$ cat config.mk
export PLATFORM = sky130hd
export DESIGN_NAME = bce_sched
export DESIGN_NICKNAME = d
export VERILOG_FILES = /design/src/rtl/bce_pkg.sv /design/src/rtl/bce_lsb_pick.sv /design/src/rtl/bce_sched.sv
export SDC_FILE = /design/constraint.sdc
export NUM_CORES = 1
export LEC_CHECK = 0
export ABC_CLOCK_PERIOD_IN_PS = 6000
export BUFFER_PORTS_ARGS = -buffer_cell sky130_fd_sc_hd__buf_2
export CAP_MARGIN = 20
export CORE_MARGIN = 2
export CORE_UTILIZATION = 53
export CTS_CLUSTER_SIZE = 30
export DETAILED_ROUTE_END_ITERATION = 12
export PLACE_DENSITY = 0.85
export REMOVE_ABC_BUFFERS = 1
export SKIP_CTS_REPAIR_TIMING = 1
export SLEW_MARGIN = 20
export SYNTH_ARGS = -nofsm -noshare
export SYNTH_HDL_FRONTEND = slang
export SYNTH_HIERARCHICAL = 1
export SYNTH_SLANG_ARGS = --single-unit
$ cat constraint.sdc
create_clock -name clk -period 6 [get_ports clk]
set_input_delay 0.6 -clock clk [delete_from_list [all_inputs] [get_ports clk]]
set_output_delay 0.6 -clock clk [all_outputs]
set_load 0.05 [all_outputs]
$ cat src/rtl/bce_pkg.sv
// Shared definitions for the bit-column engine scheduler: state encoding,
// column geometry and a popcount helper.
package bce_pkg;

    typedef enum logic [1:0] {
        IDLE  = 2'd0,
        SIGN  = 2'd1,
        ISSUE = 2'd2,
        FIN   = 2'd3
    } state_t;

    localparam int NUM_COLS = 8;
    localparam int SIGN_COL = 7;

    function automatic logic [2:0] popcount7(input logic [6:0] m);
        logic [2:0] c;
        c = '0;
        for (int i = 0; i < 7; i++) begin
            c = c + {2'b00, m[i]};
        end
        return c;
    endfunction

endpackage

$ cat src/rtl/bce_lsb_pick.sv
// Lowest-set-bit picker over the 7-bit magnitude-column mask.
module bce_lsb_pick (
    input  logic [6:0] mask,
    output logic [2:0] idx,
    output logic       any
);

    always_comb begin
        idx = 3'd0;
        // Scan downward so the lowest set bit is the last one written.
        for (int i = 6; i >= 0; i--) begin
            if (mask[i]) begin
                idx = 3'(i);
            end
        end
        any = |mask;
    end

endmodule

$ cat src/rtl/bce_sched.sv
// Bit-column scheduler: issues the sign column, then only the nonzero magnitude
// columns lowest-first. Optional skip counter enabled by BCE_SCHED_SKIP_CNT_EN.
module bce_sched
    import bce_pkg::*;
(
    input  logic        clk,
    input  logic        rstn,
    input  logic        start,
    output logic        ready,
    input  logic [63:0] act_in,
    input  logic [63:0] wcols_in,
    input  logic [6:0]  bitmap_in,
    input  logic        abort,
    output logic [63:0] activations,
    output logic [7:0]  weight_column,
    output logic        weight_sign_en,
    output logic [2:0]  shift_offset,
    output logic        col_valid,
    output logic        done
`ifdef BCE_SCHED_SKIP_CNT_EN
    ,
    output logic [15:0] skip_cnt
`endif
);

    state_t      state, state_nxt;
    logic [63:0] act_q;
    logic [63:0] wcols_q;
    logic [6:0]  mask_q;
    logic [6:0]  mask_rest;
    logic [2:0]  pick_idx;
    logic        pick_any;
    logic        accept;
    logic        kill;

    bce_lsb_pick u_pick (
        .mask (mask_q),
        .idx  (pick_idx),
        .any  (pick_any)
    );

    assign accept    = (state == IDLE) && start && !abort;
    assign kill      = (state != IDLE) && abort;
    // Mask with its lowest set bit removed, i.e. what remains after this issue.
    assign mask_rest = mask_q & (mask_q - 7'd1);

    always_ff @(posedge clk or negedge rstn) begin
        if (!rstn) begin
            state <= IDLE;
        end else begin
            state <= state_nxt;
        end
    end

    always_comb begin
        state_nxt = state;
        case (state)
            IDLE:    if (accept) state_nxt = SIGN;
            SIGN:    state_nxt = (mask_q != 7'd0) ? ISSUE : FIN;
            ISSUE:   if (mask_rest == 7'd0) state_nxt = FIN;
            FIN:     state_nxt = IDLE;
            default: state_nxt = IDLE;
        endcase
        if (kill) begin
            state_nxt = IDLE;
        end
    end

    always_ff @(posedge clk or negedge rstn) begin
        if (!rstn) begin
            act_q   <= '0;
            wcols_q <= '0;
            mask_q  <= '0;
        end else if (accept) begin
            act_q   <= act_in;
            wcols_q <= wcols_in;
            mask_q  <= bitmap_in;
        end else if (kill) begin
            mask_q  <= '0;
        end else if (state == ISSUE) begin
            mask_q  <= mask_rest;
        end
    end

    always_comb begin
        ready          = 1'b0;
        weight_column  = 8'd0;
        weight_sign_en = 1'b0;
        shift_offset   = 3'd0;
        col_valid      = 1'b0;
        done           = 1'b0;
        case (state)
            IDLE: ready = 1'b1;
            SIGN: begin
                weight_sign_en = 1'b1;
                weight_column  = wcols_q[SIGN_COL*8 +: 8];
            end
            ISSUE: begin
                weight_column = wcols_q[{pick_idx, 3'b000} +: 8];
                shift_offset  = pick_idx;
                col_valid     = pick_any;
            end
            FIN:     done = 1'b1;
            default: ;
        endcase
    end

    assign activations = act_q;

`ifdef BCE_SCHED_SKIP_CNT_EN
    function automatic logic [15:0] sat_add(input logic [15:0] a, input logic [2:0] b);
        logic [16:0] s;
        s = {1'b0, a} + {14'd0, b};
        return s[16] ? 16'hFFFF : s[15:0];
    endfunction

    logic [15:0] skip_q;

    // Counts magnitude columns skipped because the bitmap marked them zero.
    always_ff @(posedge clk or negedge rstn) begin
        if (!rstn) begin
            skip_q <= '0;
        end else if (accept) begin
            skip_q <= sat_add(skip_q, 3'd7 - popcount7(bitmap_in));
        end
    end

    assign skip_cnt = skip_q;
`endif

endmodule

## After elaboration in Yosys (flattened, before gate mapping)

Cells that the tools add are included.

- Bits in registers: 137
- Bits in latches: 0
- Bits in writable memories: 0
- Memory bits (read-only): 0
- Input bits: 139
- Output and inout port bits: 79
- Word-level logic and storage cells: 44
- Memories: 0

- $add $sub $neg: 1
- Multipliers: 0
- Divide/modulo/power cells: 0
- Order comparisons: 0
- Equality and inequality tests: 5
- Shift-type cells: 1
- Mux-type cells: 21
- Bitwise operators: 1
- Reductions and logical operators: 11

Operators by type and width:

| cell | number |
|---|---|
| $shiftx A64 B7 Y8 | 1 |
| $mux W3 | 8 |
| $mux W7 | 3 |
| $pmux W8 S2 | 1 |
| $pmux W2 S4 | 1 |
| $and A7 B7 Y7 | 1 |
| $logic_not A7 Y1 | 1 |
| $reduce_bool A7 Y1 | 1 |
| $reduce_or A7 Y1 | 1 |
| $sub A7 B1 Y7 const B | 1 |
| $mux W2 | 3 |
| $ne A3 B3 Y1 const B | 2 |
| $mux W1 | 5 |
| $eq A2 B2 Y1 const B | 2 |
| $logic_and A1 B1 Y1 | 3 |
| $reduce_bool A3 Y1 | 1 |
| $eq A2 B1 Y1 const B | 1 |
| $logic_not A2 Y1 | 1 |
| $reduce_and A2 Y1 | 1 |
| $reduce_bool A2 Y1 | 1 |
| $logic_not A1 Y1 | 1 |

## Depth between registers and ports, before layout

Gate-level depths: netlist of run 1.

- Depth after elaboration: 9
- Mapped depth: 8
- Mapped depth without buffers: 6

## Hierarchy

Netlist of run 1, hierarchy kept.

By module, submodules not included:

| module | times used | cells each | area each (um^2) | seq. area each (um^2) |
|---|---|---|---|---|
| bce_sched | 1 | 650 | 5901.9 | 3428.3 |
| bce_lsb_pick | 1 | 11 | 72.6 | 0.0 |

## Worst setup path after synthesis of run 1

Ideal clock, no wire load.

- Path kind: reg-to-output
- From: register mask_q[0]
- To: output port weight_column[6]
- Arrival: 2.911 ns
- Data required time: 5.400 ns
- Slack: 2.489 ns
- Stages on the path, launching flop included: 8
- Path buffers: 2
- Cell sequence: dfrtp_1 -> or4_4 -> nor2_1 -> clkbuf_1 -> buf_2 -> mux4_2 -> mux2i_1 -> o21ai_0

- Word-level cells in the longest chain between the ends: 3

RTL lines:

| item | RTL line | source |
|---|---|---|
| from (decl) | bce_sched.sv:29 | `logic [6:0] mask_q;` |
| from (signal assigned) | bce_sched.sv:77 | `mask_q <= bitmap_in;` |
| from (signal assigned) | bce_sched.sv:81 | `mask_q <= mask_rest;` |
| $mux W3 | bce_lsb_pick.sv:12 | `if (mask[i]) begin` |
| net pick_idx[2] | bce_sched.sv:31 | `logic [2:0] pick_idx;` |
| $shiftx A64 B7 Y8 | bce_sched.sv:99 | `weight_column = wcols_q[{pick_idx, 3'b000} +: 8];` |
| $pmux W8 S2 | bce_sched.sv:92 | `case (state)` |
| to (decl) | bce_sched.sv:15 | `output logic [7:0] weight_column,` |

The timed path passes the listed nets, and every way through them passes these cells.

## Worst setup path in the final report of run 1

Ends and elaborated chain as after synthesis.

==> results.py, run 1 <==
metrics = {
    "outcome": {
        "status": "finished clean",
    },
    "placed_design": {
        "dp_hpwl_um": 10300,
        "io_buffers": 217,
        "pre_cts_slack_ns": 2.65,
        "gp_congestion": 0.835,
    },
    "clocking": {
        "path_clk_slew_ns": 0.06,
        "cts_buffers": 17,
        "clock_latency_ns": 0.40,
        "root_buffer": "clkbuf_16",
        "clock_path_buffers": 2,
        "tritoncts": "built",
        "cts.sinks": 137,
        "htree_num_levels": 4,
    },
    "power": {
        "max-vdd-ir-drop_v": 0.000588,
        "power_density_nw_per_um2": 661,
        "leakage_uw": 0.00435,
    },
    "grt": {
        "overflow": 0,
        "grt_pass1_vias": 5075,
        "grt_pass1_wl_um": 24400,
        "grt_max_degree": 89,
        "track_usage": 0.265,
        "antenna_found_initial": 1,
    },
    "timing": {
        "max_freq_ghz": 0.264,
        "fin_ws_ns": 2.21,
        "post-route-period-util": 0.632,
        "maxSlewViolCount": 0,
        "worstMarginPinSlew_ns": 1.02,
        "setup_tns_ns": 0,
        "hold_viol": 0,
        "setup_viol": 0,
        "rsz0062_at_grt": "false",
        "max-slew-margin-rel": 0.321,
        "timing.final.crit_period_ns": 3.79,
        "finClkSkew_ns": 0.00731,
    },
    "layout": {
        "drive_above_1_share": 0.315,
        "final_nets": 1009,
        "fillerInstances": 834,
        "mostFrequentLayoutCell": "nand2_1",
        "area_growth_pct": 30.8,
        "layout_common_cells": "400 x nand2_1, 216 x buf_2, 137 x dfrtp_1",
    },
    "setup_path": {
        "worst_path_max_delay_cell": "nor2_2",
        "arrival_ns": 3.19,
        "r2r-end": "activations[21]$_DFFE_PN0P_",
        "reg2reg_depth": 6,
        "required_ns": 5.40,
        "cp-end-kind": "output pin",
        "crit_cells": 6,
        "worstSetupPathType": "reg2out",
        "path_cells": "or4_4, nor2_2, mux4_2, mux2i_1, o21ai_0, buf_2",
        "startpoint": "mask_q[0]$_DFFE_PN0P_",
        "rr_startpoint": "state[0]$_DFFE_PN0P_",
        "path_delay_family": "simple AND/OR/NAND/NOR gates",
        "crit_buf_inv": 1,
        "crit_path_start_kind": "flip-flop",
        "r2r_slack_ns": 3.31,
        "slowest_delay_ns": 0.76,
        "setup.worst_path.end": "weight_column[6]",
        "path_max_fanout": 16,
    },
    "drt": {
        "ant_nets": 0,
        "drt-wirelength-per-cell_um": 15.0,
        "viasPerCell": 5.12,
        "dr.pass1.iters": 5,
        "via_count": 5218,
        "routed_wl_um": 15300,
        "drt_first_iter_violations": 414,
        "drc": 0,
    },
    "floorplanning": {
        "fp.dieW_um": 110,
        "ios": 218,
        "core_um2": 10900,
        "rows": 38,
        "dieArea_um2": 12100,
        "die-height_um": 110,
        "start_util": 0.546,
    },
    "worst_hold_path": {
        "worstHoldPathType": "in2async",
    },
    "logic_synthesis": {
        "ys_seq_elements": 137,
        "syn_inst": 661,
        "yosysWarnings": 6,
        "synth_area_per_cell_um2": 9.04,
        "synth_area_um2": 5970,
        "seq_area_frac_synth": 0.574,
        "synth.distinct_cells": 35,
    },
    "run": {
        "max-cap-violations": 0,
    },
}
metrics by stage:
stage / power (uW) / hold slack [ns] / util / instances / area [um^2]
floorplan: 3390 / 0.304 / - / 625 / 5830
global placement: 3920 / 0.452 / 0.654 / 987 / 7150
detailed placement: 4000 / 0.457 / 0.654 / 987 / 7150
CTS: 5190 / 0.152 / 0.714 / 1018 / 7810
global route: 5460 / 0.171 / 0.715 / 1019 / 7820
finish: 5170 / 0.137 / 0.715 / 1019 / 7820
kinds of logic after synthesis:
| kind of cell | Yosys count | synth area share |
|---|---|---|
| compound gates | 28 | 0.0339 |
| simple gates | 426 | 0.281 |
| buf+inv | 41 | 0.0279 |
| fa+ha+maj | 5 | 0.0101 |
| flops | 137 | 0.574 |
| mux | 24 | 0.0737 |
routing by layer:
layer | global-route usage | up-vias | part of all wire
met5 | 0 | - | 0
met4 | 0.0973 | 0 | 0.021
met3 | 0.0664 | 26 | 0.083
met2 | 0.430 | 260 | 0.49
met1 | 0.348 | 2430 | 0.40
li1 | - | 2502 | -
sequential cells by signal (all words and copies together), names as in the netlist:
| signal | flops |
|---|---|
| mask_q | 7 |
| activations | 64 |
| state | 2 |
| wcols_q | 64 |
cell usage after synthesis (all sizes together):
cell	number	area, um^2
o21a	1	7.51
nor4b	1	15.0
dfrtp	137	3430
mux4	16	360
nor2b	2	12.5
nand3	2	10.0
a31oi	1	6.26
o211ai	5	37.5
nand3b	1	7.51
buf	12	57.6
o31ai	1	7.51
ha	4	50.1
a211oi	2	20.0
nand2	400	1500
maj3	1	10.0
or2	1	6.26
mux2i	8	80.1
a32o	4	40.0
a2111oi	2	17.5
a21oi	2	10.0
inv	5	18.8
and2	5	31.3
o221ai	1	8.76
or4	2	22.5
o21ai	8	40.0
nor2	4	15.0
nor3	4	20.0
nand2b	3	26.3
clkbuf	24	90.1
o21bai	1	7.51
and3b	1	8.76
worst min-delay path by stage:
stage / slack (ns) / end
after floorplan: 0.30 / activations[0]$_DFFE_PN0P_
after global placement: 0.45 / wcols_q[53]$_DFFE_PN0P_
after detailed placement: 0.46 / activations[8]$_DFFE_PN0P_
after global routing: 0.17 / wcols_q[63]$_DFFE_PN0P_
after CTS: 0.15 / wcols_q[17]$_DFFE_PN0P_
final: 0.14 / wcols_q[17]$_DFFE_PN0P_
power breakdown:
group | internal, uW | switching [uW] | leakage (uW)
Clock | 778 | 383 | 0.000317
Sequential | 1350 | 275 | 0.00171
Combinational | 738 | 1640 | 0.00233
Total | 2870 | 2300 | 0.00435
final cells by class:
cell class                      instances  area, um^2  area share
Inverter                                5        18.8     0.00240
Tap cell                              140         175      0.0224
Sequential cell                       137        3430       0.439
Multi-Input combinational cell        483        2400       0.307
Clock buffer                           19         433      0.0554
Clock inverter                         12         224      0.0286
Antenna cell                            1        2.50    0.000320
Timing Repair Buffer                  222        1130       0.145
Power figures use the tool's default switching activity.
==> run 2, diff against run 1 <==
ABC_CLOCK_PERIOD_IN_PS = 3200   (was 6000)
CORE_UTILIZATION = 45   (was 53)
PLACE_DENSITY = 0.77   (was 0.85)
clock period = 3.2 ns   (was 6 ns; I/O delays follow)
==> run 2 against run 1 <==
Compared with the run above:
- combinational power rose by 87%
- wire length fell by 4.2%
- sequential power rose by 85%
- first-iteration DRC count fell by 15%
- the flow now finishes with violations (negative hold slack)
- worst hold slack got worse by 0.18 ns
- setup slack got worse by 2.0 ns
- core utilization fell by 11 points
- die area rose by 17%
- power rose by 81%
- cell area rose by 0.93%
- critical path type unchanged
- clock power rose by 62%
==> results.py, run 2 (synthesis gave the netlist of run 1 again) <==
metrics = {
    "outcome": {
        "status": "finished, violations left",
        "violations": "negative hold slack",
    },
    "floorplanning": {
        "fp.dieW_um": 119,
        "core_um2": 13100,
        "rows": 42,
        "die-height_um": 119,
        "start_util": 0.457,
        "ios": 218,
        "dieArea_um2": 14200,
    },
    "layout": {
        "final_nets": 1017,
        "final_util": 0.603,
        "finalNonFillerCells": 1064,
        "fillerInstances": 1140,
        "area_growth_pct": 32.1,
        "multiInputGateArea_um2": 2400,
        "drive_above_1_share": 0.324,
        "mostFrequentLayoutCell": "nand2_1",
        "regArea_um2": 3430,
        "layout_common_cells": "400 x nand2_1, 216 x buf_2, 137 x dfrtp_1",
    },
    "grt": {
        "grt_pass1_vias": 5242,
        "grt_pass1_wl_um": 24600,
        "antenna_found_initial": 0,
        "grt_max_degree": 86,
        "track_usage": 0.218,
        "overflow": 0,
    },
    "clocking": {
        "htree_num_levels": 4,
        "cts_buffers": 17,
        "tritoncts": "built",
        "cts.sinks": 137,
        "clock_latency_ns": 0.42,
        "root_buffer": "clkbuf_16",
        "path_clk_slew_ns": 0.06,
        "clock_path_buffers": 2,
    },
    "power": {
        "leakage_uw": 0.00437,
        "max-vdd-ir-drop_v": 0.000663,
        "power_density_nw_per_um2": 1190,
    },
    "placed_design": {
        "dp_hpwl_um": 10200,
        "pre_cts_slack_ns": 0.620,
        "dp_cells": 1031,
        "io_buffers": 217,
        "gp_congestion": 0.868,
    },
    "timing": {
        "hold_viol": 45,
        "setup_tns_ns": 0,
        "max_freq_ghz": 0.332,
        "maxSlewViolCount": 0,
        "rsz0062_at_grt": "false",
        "timing.final.crit_period_ns": 3.01,
        "worstMarginPinSlew_ns": 0.794,
        "fin_ws_ns": 0.192,
        "setup_viol": 0,
        "max-slew-margin-rel": 0.469,
        "finClkSkew_ns": 0.00838,
        "hold_slack_ns": -0.0408,
        "post-route-period-util": 0.940,
    },
    "drt": {
        "viasPerCell": 4.87,
        "dr.pass1.iters": 5,
        "drt-wirelength-per-cell_um": 13.8,
        "via_count": 5178,
        "ant_nets": 0,
        "routed_wl_um": 14700,
        "drc": 0,
        "drt_first_iter_violations": 353,
    },
    "setup_path": {
        "path_cells": "or4_4, nor2_2, buf_4, mux4_2, mux2i_1, o21ai_0, buf_2",
        "cp-end-kind": "output pin",
        "worst_path_max_delay_cell": "or4_4",
        "crit_path_start_kind": "flip-flop",
        "arrival_ns": 2.69,
        "required_ns": 2.88,
        "reg2reg_depth": 6,
        "path_max_fanout": 16,
        "slowest_delay_ns": 0.57,
        "worstSetupPathType": "reg2out",
    },
    "run": {
        "max-cap-violations": 0,
    },
    "worst_hold_path": {
        "worstHoldPathType": "in2async",
    },
}
## run 2: cell types whose count changed in the layout (fill, tap and decap cells not counted)
| cell | before | now |
|---|---|---|
| buf_12 | 0 | 4 |
| buf_4 | 4 | 9 |
| buf_6 | 2 | 1 |
| clkinvlp_4 | 1 | 3 |
| clkbuf_8 | 0 | 4 |
| clkbuf_1 | 2 | 1 |
| bufinv_16 | 6 | 1 |
| clkinv_2 | 2 | 3 |
## run 2: metal layers
layer | share of wire | global-route usage | up-vias
li1 | - | - | 2522
met1 | 0.44 | 0.285 | 2459
met2 | 0.48 | 0.351 | 180
met3 | 0.075 | 0.0670 | 17
met4 | 0.011 | 0.0647 | 0
met5 | 0 | 0 | -
## run 2: worst paths after layout
| kind | startpoint | to | slack, ns |
|---|---|---|---|
| setup / recovery | mask_q[0]$_DFFE_PN0P_ | weight_column[3] | 0.19 |
| hold / removal | rstn | wcols_q[37]$_DFFE_PN0P_ | -0.04 |
| setup reg to reg | state[0]$_DFFE_PN0P_ | activations[58]$_DFFE_PN0P_ | 1.07 |
| hold reg to reg | activations[4]$_DFFE_PN0P_ | activations[4]$_DFFE_PN0P_ | 0.47 |
| max in group asynchronous | rstn | activations[26]$_DFFE_PN0P_ | 2.38 |
| min in group clk | wcols_in[46] | wcols_q[46]$_DFFE_PN0P_ | 0.09 |
## run 2: cell type report
type / instances / area share
multi-input cells: 483 / 0.304
flip-flops and latches: 137 / 0.435
repair buffers: 230 / 0.157
clock buffers: 22 / 0.0614
diodes: 1 / 0.000317
clock inverters: 10 / 0.0119
inverters: 5 / 0.00238
well taps: 176 / 0.0279
## run 2: worst max-delay path: cells and delay by family (launching register included)
kind / cells / cell delay (ns)
DFF: 1 / 0.47
buffers and inverters: 2 / 0.52
AOI/OAI and AO/OA: 1 / 0.12
and+or+nand+nor: 2 / 0.68
muxes: 2 / 0.49
## run 2: where the power goes
| group | total [uW] | internal, uW | switching, uW |
|---|---|---|---|
| combinational | 4460 | 1440 | 3020 |
| clock | 1880 | 1150 | 726 |
| sequential | 3020 | 2530 | 486 |
| total | 9360 | 5130 | 4230 |
## run 2: metrics by stage
step                      total power, uW  area (um^2)
final                                9360         7890
after global routing                 9930         7890
after CTS                            9430         7890
after detailed placement             7520         7310
after global placement               7410         7310
after floorplan                      6360         5830
